--- src/rtl/wb_stage.sv ---
// -----------------------------------------------------------------------------
// wb_stage -- write-back stage, directly downstream of the memory stage.
//
// Takes one retired instruction per valid/ready handshake and commits it:
//   - R/F results go out in a single cycle on the shared rf_* port.
//   - A 512-bit M result is streamed to the matrix file in M_BEATS beats of
//     M_BEAT_W bits. The stage is busy and drops ready while the beats go out.
//   - When pc_opt is set, the instruction's npc is committed to the PC.
//   - Each instruction produces one retire pulse: with its RF strobe, or with
//     its last M beat.
//
// Handshake: an instruction transfers on a rising edge where ME_valid and
// ready are both 1. ready is (state == IDLE) & !rst, and does not depend on
// ME_valid. While ready is 0 the memory stage must hold its instruction
// stable. Every output is registered, and every strobe is high for exactly
// one cycle.
//
// Configuration macro: WB_RETIRE_CNT_EN
//   defined   -> retire_cnt is a live 32-bit wrapping counter of retire pulses
//   undefined -> there is no counter register; retire_cnt is tied to zero
//
// Ports:
//   clk, rst             clock (rising edge), async active-high reset
//   ME_valid / ready     upstream handshake
//   rd_group, rd_index   destination (0 none, 1 R, 2 F, 3 M) and register index
//   mem_to_reg           R/F data taken from mem_data instead of res_R/res_F
//   pc_opt, npc          commit npc to the PC
//   res_R/res_F/res_M    ALU results
//   mem_data             load data
//   rf_R_we/rf_F_we      R/F write strobes, rf_idx/rf_data the shared write port
//   rf_M_we, rf_M_idx,
//   rf_M_beat, rf_M_data matrix-file beat write port
//   pc_we, pc_next       PC write port
//   retire, retire_cnt   retire pulse and retired-instruction count
// -----------------------------------------------------------------------------
module wb_stage #(
  parameter int M_BEAT_W   = 128,
  parameter int M_BEATS    = 4,
  parameter int BEAT_IDX_W = 2
) (
  input  logic                  clk,
  input  logic                  rst,
  input  logic                  ME_valid,
  output logic                  ready,
  input  logic [1:0]            rd_group,
  input  logic [4:0]            rd_index,
  input  logic                  mem_to_reg,
  input  logic                  pc_opt,
  input  logic [31:0]           npc,
  input  logic [31:0]           res_R,
  input  logic [31:0]           res_F,
  input  logic [511:0]          res_M,
  input  logic [31:0]           mem_data,
  output logic                  rf_R_we,
  output logic                  rf_F_we,
  output logic [4:0]            rf_idx,
  output logic [31:0]           rf_data,
  output logic                  rf_M_we,
  output logic [4:0]            rf_M_idx,
  output logic [BEAT_IDX_W-1:0] rf_M_beat,
  output logic [M_BEAT_W-1:0]   rf_M_data,
  output logic                  pc_we,
  output logic [31:0]           pc_next,
  output logic                  retire,
  output logic [31:0]           retire_cnt
);

  localparam logic [0:0] S_IDLE = 1'b0;
  localparam logic [0:0] S_MWR  = 1'b1;

  localparam logic [1:0] G_R = 2'd1;
  localparam logic [1:0] G_F = 2'd2;
  localparam logic [1:0] G_M = 2'd3;

  localparam logic [BEAT_IDX_W-1:0] LAST_BEAT = BEAT_IDX_W'(M_BEATS - 1);

  logic [0:0]            state;
  logic [511:0]          m_buf;     // held copy of the M result while beats stream out
  logic [BEAT_IDX_W-1:0] beat_cnt;  // index of the next beat to issue in MWR
  logic                  accept;
  logic                  retire_d;

  assign ready  = (state == S_IDLE) & ~rst;
  assign accept = ME_valid & ready;

  // A retire is due on this edge for any accepted non-M instruction, or
  // when the last M beat is issued. The counter and the pulse both use it,
  // so they always move together.
  always_comb begin
    retire_d = 1'b0;
    if (accept && (rd_group != G_M || M_BEATS == 1))
      retire_d = 1'b1;
    if (state == S_MWR && beat_cnt == LAST_BEAT)
      retire_d = 1'b1;
  end

  always_ff @(posedge clk or posedge rst) begin
    if (rst) begin
      state     <= S_IDLE;
      m_buf     <= '0;
      beat_cnt  <= '0;
      rf_R_we   <= 1'b0;
      rf_F_we   <= 1'b0;
      rf_idx    <= '0;
      rf_data   <= '0;
      rf_M_we   <= 1'b0;
      rf_M_idx  <= '0;
      rf_M_beat <= '0;
      rf_M_data <= '0;
      pc_we     <= 1'b0;
      pc_next   <= '0;
      retire    <= 1'b0;
    end else begin
      rf_R_we <= 1'b0;
      rf_F_we <= 1'b0;
      rf_M_we <= 1'b0;
      pc_we   <= 1'b0;
      retire  <= retire_d;

      case (state)
        S_IDLE: begin
          if (accept) begin
            if (pc_opt) begin
              pc_we   <= 1'b1;
              pc_next <= npc;
            end
            case (rd_group)
              G_R, G_F: begin
                rf_idx  <= rd_index;
                rf_data <= mem_to_reg ? mem_data : ((rd_group == G_R) ? res_R : res_F);
                // R0 is hard-wired zero: data is latched but not written.
                rf_R_we <= (rd_group == G_R) && (rd_index != 5'd0);
                rf_F_we <= (rd_group == G_F);
              end
              G_M: begin
                // Beat 0 goes out straight from the input so the accept edge
                // already issues it; the rest come from the held copy.
                m_buf     <= res_M;
                rf_M_we   <= 1'b1;
                rf_M_idx  <= rd_index;
                rf_M_beat <= '0;
                rf_M_data <= res_M[M_BEAT_W-1:0];
                beat_cnt  <= BEAT_IDX_W'(1);
                if (M_BEATS > 1)
                  state <= S_MWR;
              end
              default: ;
            endcase
          end
        end
        S_MWR: begin
          rf_M_we   <= 1'b1;
          rf_M_beat <= beat_cnt;
          rf_M_data <= m_buf[int'(beat_cnt)*M_BEAT_W +: M_BEAT_W];
          // Leave MWR on the edge that issues the last beat, so ready is
          // already back in the cycle where that beat is visible.
          if (beat_cnt == LAST_BEAT)
            state <= S_IDLE;
          else
            beat_cnt <= beat_cnt + BEAT_IDX_W'(1);
        end
        default: state <= S_IDLE;
      endcase
    end
  end

`ifdef WB_RETIRE_CNT_EN
  logic [31:0] cnt_q;

  always_ff @(posedge clk or posedge rst) begin
    if (rst)
      cnt_q <= '0;
    else if (retire_d)
      cnt_q <= cnt_q + 32'd1;  // wraps naturally at 2^32
  end

  assign retire_cnt = cnt_q;
`else
  assign retire_cnt = 32'd0;
`endif

endmodule

--- config.mk ---
export PLATFORM = sky130hd
export DESIGN_NAME = wb_stage
export DESIGN_NICKNAME = d
export VERILOG_FILES = /design/src/rtl/wb_stage.sv
export SDC_FILE = /design/constraint.sdc
export NUM_CORES = 2
export LEC_CHECK = 0
export ABC_AREA = 1
export CAP_MARGIN = 15
export CELL_PAD_IN_SITES_DETAIL_PLACEMENT = 0
export CELL_PAD_IN_SITES_GLOBAL_PLACEMENT = 2
export CORE_AREA = 3 3 348 350
export CTS_CLUSTER_DIAMETER = 80
export DETAILED_ROUTE_END_ITERATION = 16
export DIE_AREA = 0 0 351 353
export PLACE_DENSITY = 0.89
export SLEW_MARGIN = 40
export SYNTH_ARGS = -nofsm -noshare
export SYNTH_HDL_FRONTEND = slang
export SYNTH_SLANG_ARGS = --single-unit
export TNS_END_PERCENT = 30
--- constraint.sdc ---
create_clock -name clk -period 75.8 [get_ports clk]
set_input_delay 15.16 -clock clk [delete_from_list [all_inputs] [get_ports clk]]
set_output_delay 15.16 -clock clk [all_outputs]
set_load 0.02 [all_outputs]
==> impl_results.md <==
* Status: finished clean
* First-pass GRT wire length at 193000 um
* Netlist cell types at 21
* Mux cell area share after synthesis at 0%
* DR pass1 iterations at 5
* Fin util at 38.2%
* Synthesis-stage register bit count at 724
* Initial antenna violation count at 72
* Sum Neg Setup Slack at 0 ns
* DIE WIDTH at 351 um
* Largest net degree at the start of global routing at 166
* Seq/Total Area, Yosys at 56.3%
* Worst Setup SP: rst
* Die Ht at 353 um
* Hold slack at 0.475 ns
* Area Overhead vs Synth at 40.0%
* Filler cells at 12300
* Post-Synth XOR/XNOR Area at 0%
* Final setup skew at 0.0343 ns
* Top Metal Used: met5
* Fin. Hold Viols at 0
* Synth Warn # at 0
* RePlAce Congestion at 0.838
* Synth Area in Compound Gates at 0.610%
* Fmax at 31.4 MHz
* RSZ-0062 raised after global routing: false
* Most common cell after layout, fill and taps aside: nand2_1
* Worst Path Arrival at 16.74 ns
* Post-route DRC at 0
* # clock sinks at 724
* Crit path launch type: primary input
* Main combinational cell family by area after synthesis: simple AND/OR/NAND/NOR gates
* Adder-Cell Fraction of Synth Area at 0.155%
* Setup bufs post-CTS at 0
* Final ANT Viol Nets at 0
* Layout cells sized above 1 at 4.61%
* Leak at 21.9 nW
* Hold Crit Class: reg2reg
* MaxCap Viol Count at 0
* Detailed placement HPWL at 87500 um
* Worst Setup End Kind: output pin
* Pwr per Cell Area at 38.0 nW/um2
* Clock transition at the registers of the reported paths at 0.05 ns
* Clock period minus final worst setup slack at 31.90 ns
* CP Class: in2out
* NumNets Final at 5486
* GRT Total Usage at 20.5%
* Met3 wire len at 12700 um
* Area share of the largest cell type after synthesis at 56.3%
* Worst rel slew slack at 43.5%
* Met1 wire length at 52800 um
* Initial Utilization at 27.3%
* Via count of the first global-routing pass at 29800
* Post-synthesis cell area at 32200 um2
* Synth area leader: dfrtp_1
* Hold Crit Start: m_buf[361]
* RR Startpoint: state
* Core area at 118000 um2
* Die area at 124000 um2
* Clock Path Buffers at 3
* Mapped Cells at 4106
* Mapped Avg Cell Area at 7.84 um2
* Vias per inst at 4.60
* Clock Root Buffer: clkbuf_16
* Worst skew pair latency at 0.66 ns
* IO Pins at 894
* GRT overflow at 0
* PnR Total Power at 1.71 mW
* Simple-gate share of the synthesized area at 38.3%
* DR iter-0 viols at 2318
* Final setup viols at 0
* WL final at 131000 um
* Final worst path period share at 42.1%
* Critical Path RT at 60.64 ns
* TritonCTS clock tree: built
* Slew Limit Fails at 0
* H-tree depth at 3
* Most frequent cells in the layout: 2268 x nand2_1, 861 x clkdlybuf4s50_1, 721 x dfrtp_1, 708 x nand3_1, 89 x clkbuf_16
* Resized Gates After CTS at 0
* Clock buffer count from CTS at 89
* CTS Hold Bufs at 0
* VDD IR max at 0.0000196 V
* Vias post-DR at 29800
* Area contributors post-synth: dfrtp_1 56%, nand2_1 26%, nand3_1 11%
* Worst slew pin tran at 0.847 ns
* Row count at 126
* Number of port buffers at 861
* Metal2 WL at 60500 um
* Routed wire per std cell at 20.2 um
* CP max FO at 3
==> layer usage <==
metal | track usage, % | vias to the layer above
li1 | - | 14400
met1 | 25.3 | 14200
met5 | 0 | -
met4 | 7.78 | 52
met2 | 32.4 | 955
met3 | 7.58 | 228
==> worst paths after layout <==
check / to / slack [ns] / depth (start not counted)
worst max-delay path: ready / 43.90 / 3
worst min-delay path: m_buf[361] / 0.47 / 2
worst max register to register: m_buf[212] / 71.49 / 7
worst min register to register: m_buf[361] / 0.47 / 2
max in group asynchronous: m_buf[92] / 58.73 / 5
min in group asynchronous: m_buf[426] / 15.11 / 2
==> flip-flops by register name, summed over array words and instances (netlist names) <==
signal and flops:
beat_cnt 2, m_buf 512, pc_next 32, pc_we 1, retire 1, rf_F_we 1
rf_M_beat 2, rf_M_data 128, rf_M_idx 5, rf_M_we 1, rf_R_we 1, rf_data 32
rf_idx 5, state 1
==> cells in the mapped netlist, drive strengths merged <==
cell type and count:
clkinv 2, o21ai 38, or2 32, nand2 2269
buf 182, ha 4, nor2 8, o22ai 1
inv 14, conb 1, dfrtp 724, nor3 1
nand3 709, clkbuf 121
==> cell type report <==
| type | count | area [um2] | area share [%] |
|---|---|---|---|
| multi-input combinational | 3094 | 12700 | 28.2 |
| antenna | 42 | 105 | 0.233 |
| sequential | 724 | 18100 | 40.2 |
| tap | 1536 | 1920 | 4.26 |
| clock buffer | 133 | 2590 | 5.75 |
| inverter | 16 | 103 | 0.228 |
| clock inverter | 26 | 389 | 0.863 |
| timing repair buffer | 905 | 9140 | 20.3 |
==> worst max-delay path, cell delays in order <==
cell	delay, ns
clkdlybuf4s50_1	0.59
nor2_4	0.28
clkdlybuf4s50_1	0.70
==> where the power goes <==
group / total [mW] / leakage, nW / switching, mW / internal, mW
sequential: 0.639 / 9.07 / 0.0922 / 0.547
combinational: 0.640 / 11.4 / 0.390 / 0.250
clock: 0.434 / 1.46 / 0.176 / 0.258
==> metrics by stage <==
step | cells | setup slack [ns] | instance area, um2
global placement | 6269 | 43.81 | 41800
floorplan | 4137 | 40.33 | 32300
global route | 6453 | 43.85 | 45000
CTS | 6430 | 43.85 | 44800
detailed placement | 6271 | 43.85 | 41900
finish | 6476 | 43.90 | 45100
==> kinds of logic (layout without fill, tap and decap cells) <==
kind of cell	after synthesis	in the layout
other	1	74
adders and majority gates	4	4
AOI/OAI and AO/OA	39	39
DFF	724	724
buffers and inverters	319	1080
and+or+nand+nor	3019	3019
No activity file was read; power rests on OpenSTA's default activity.
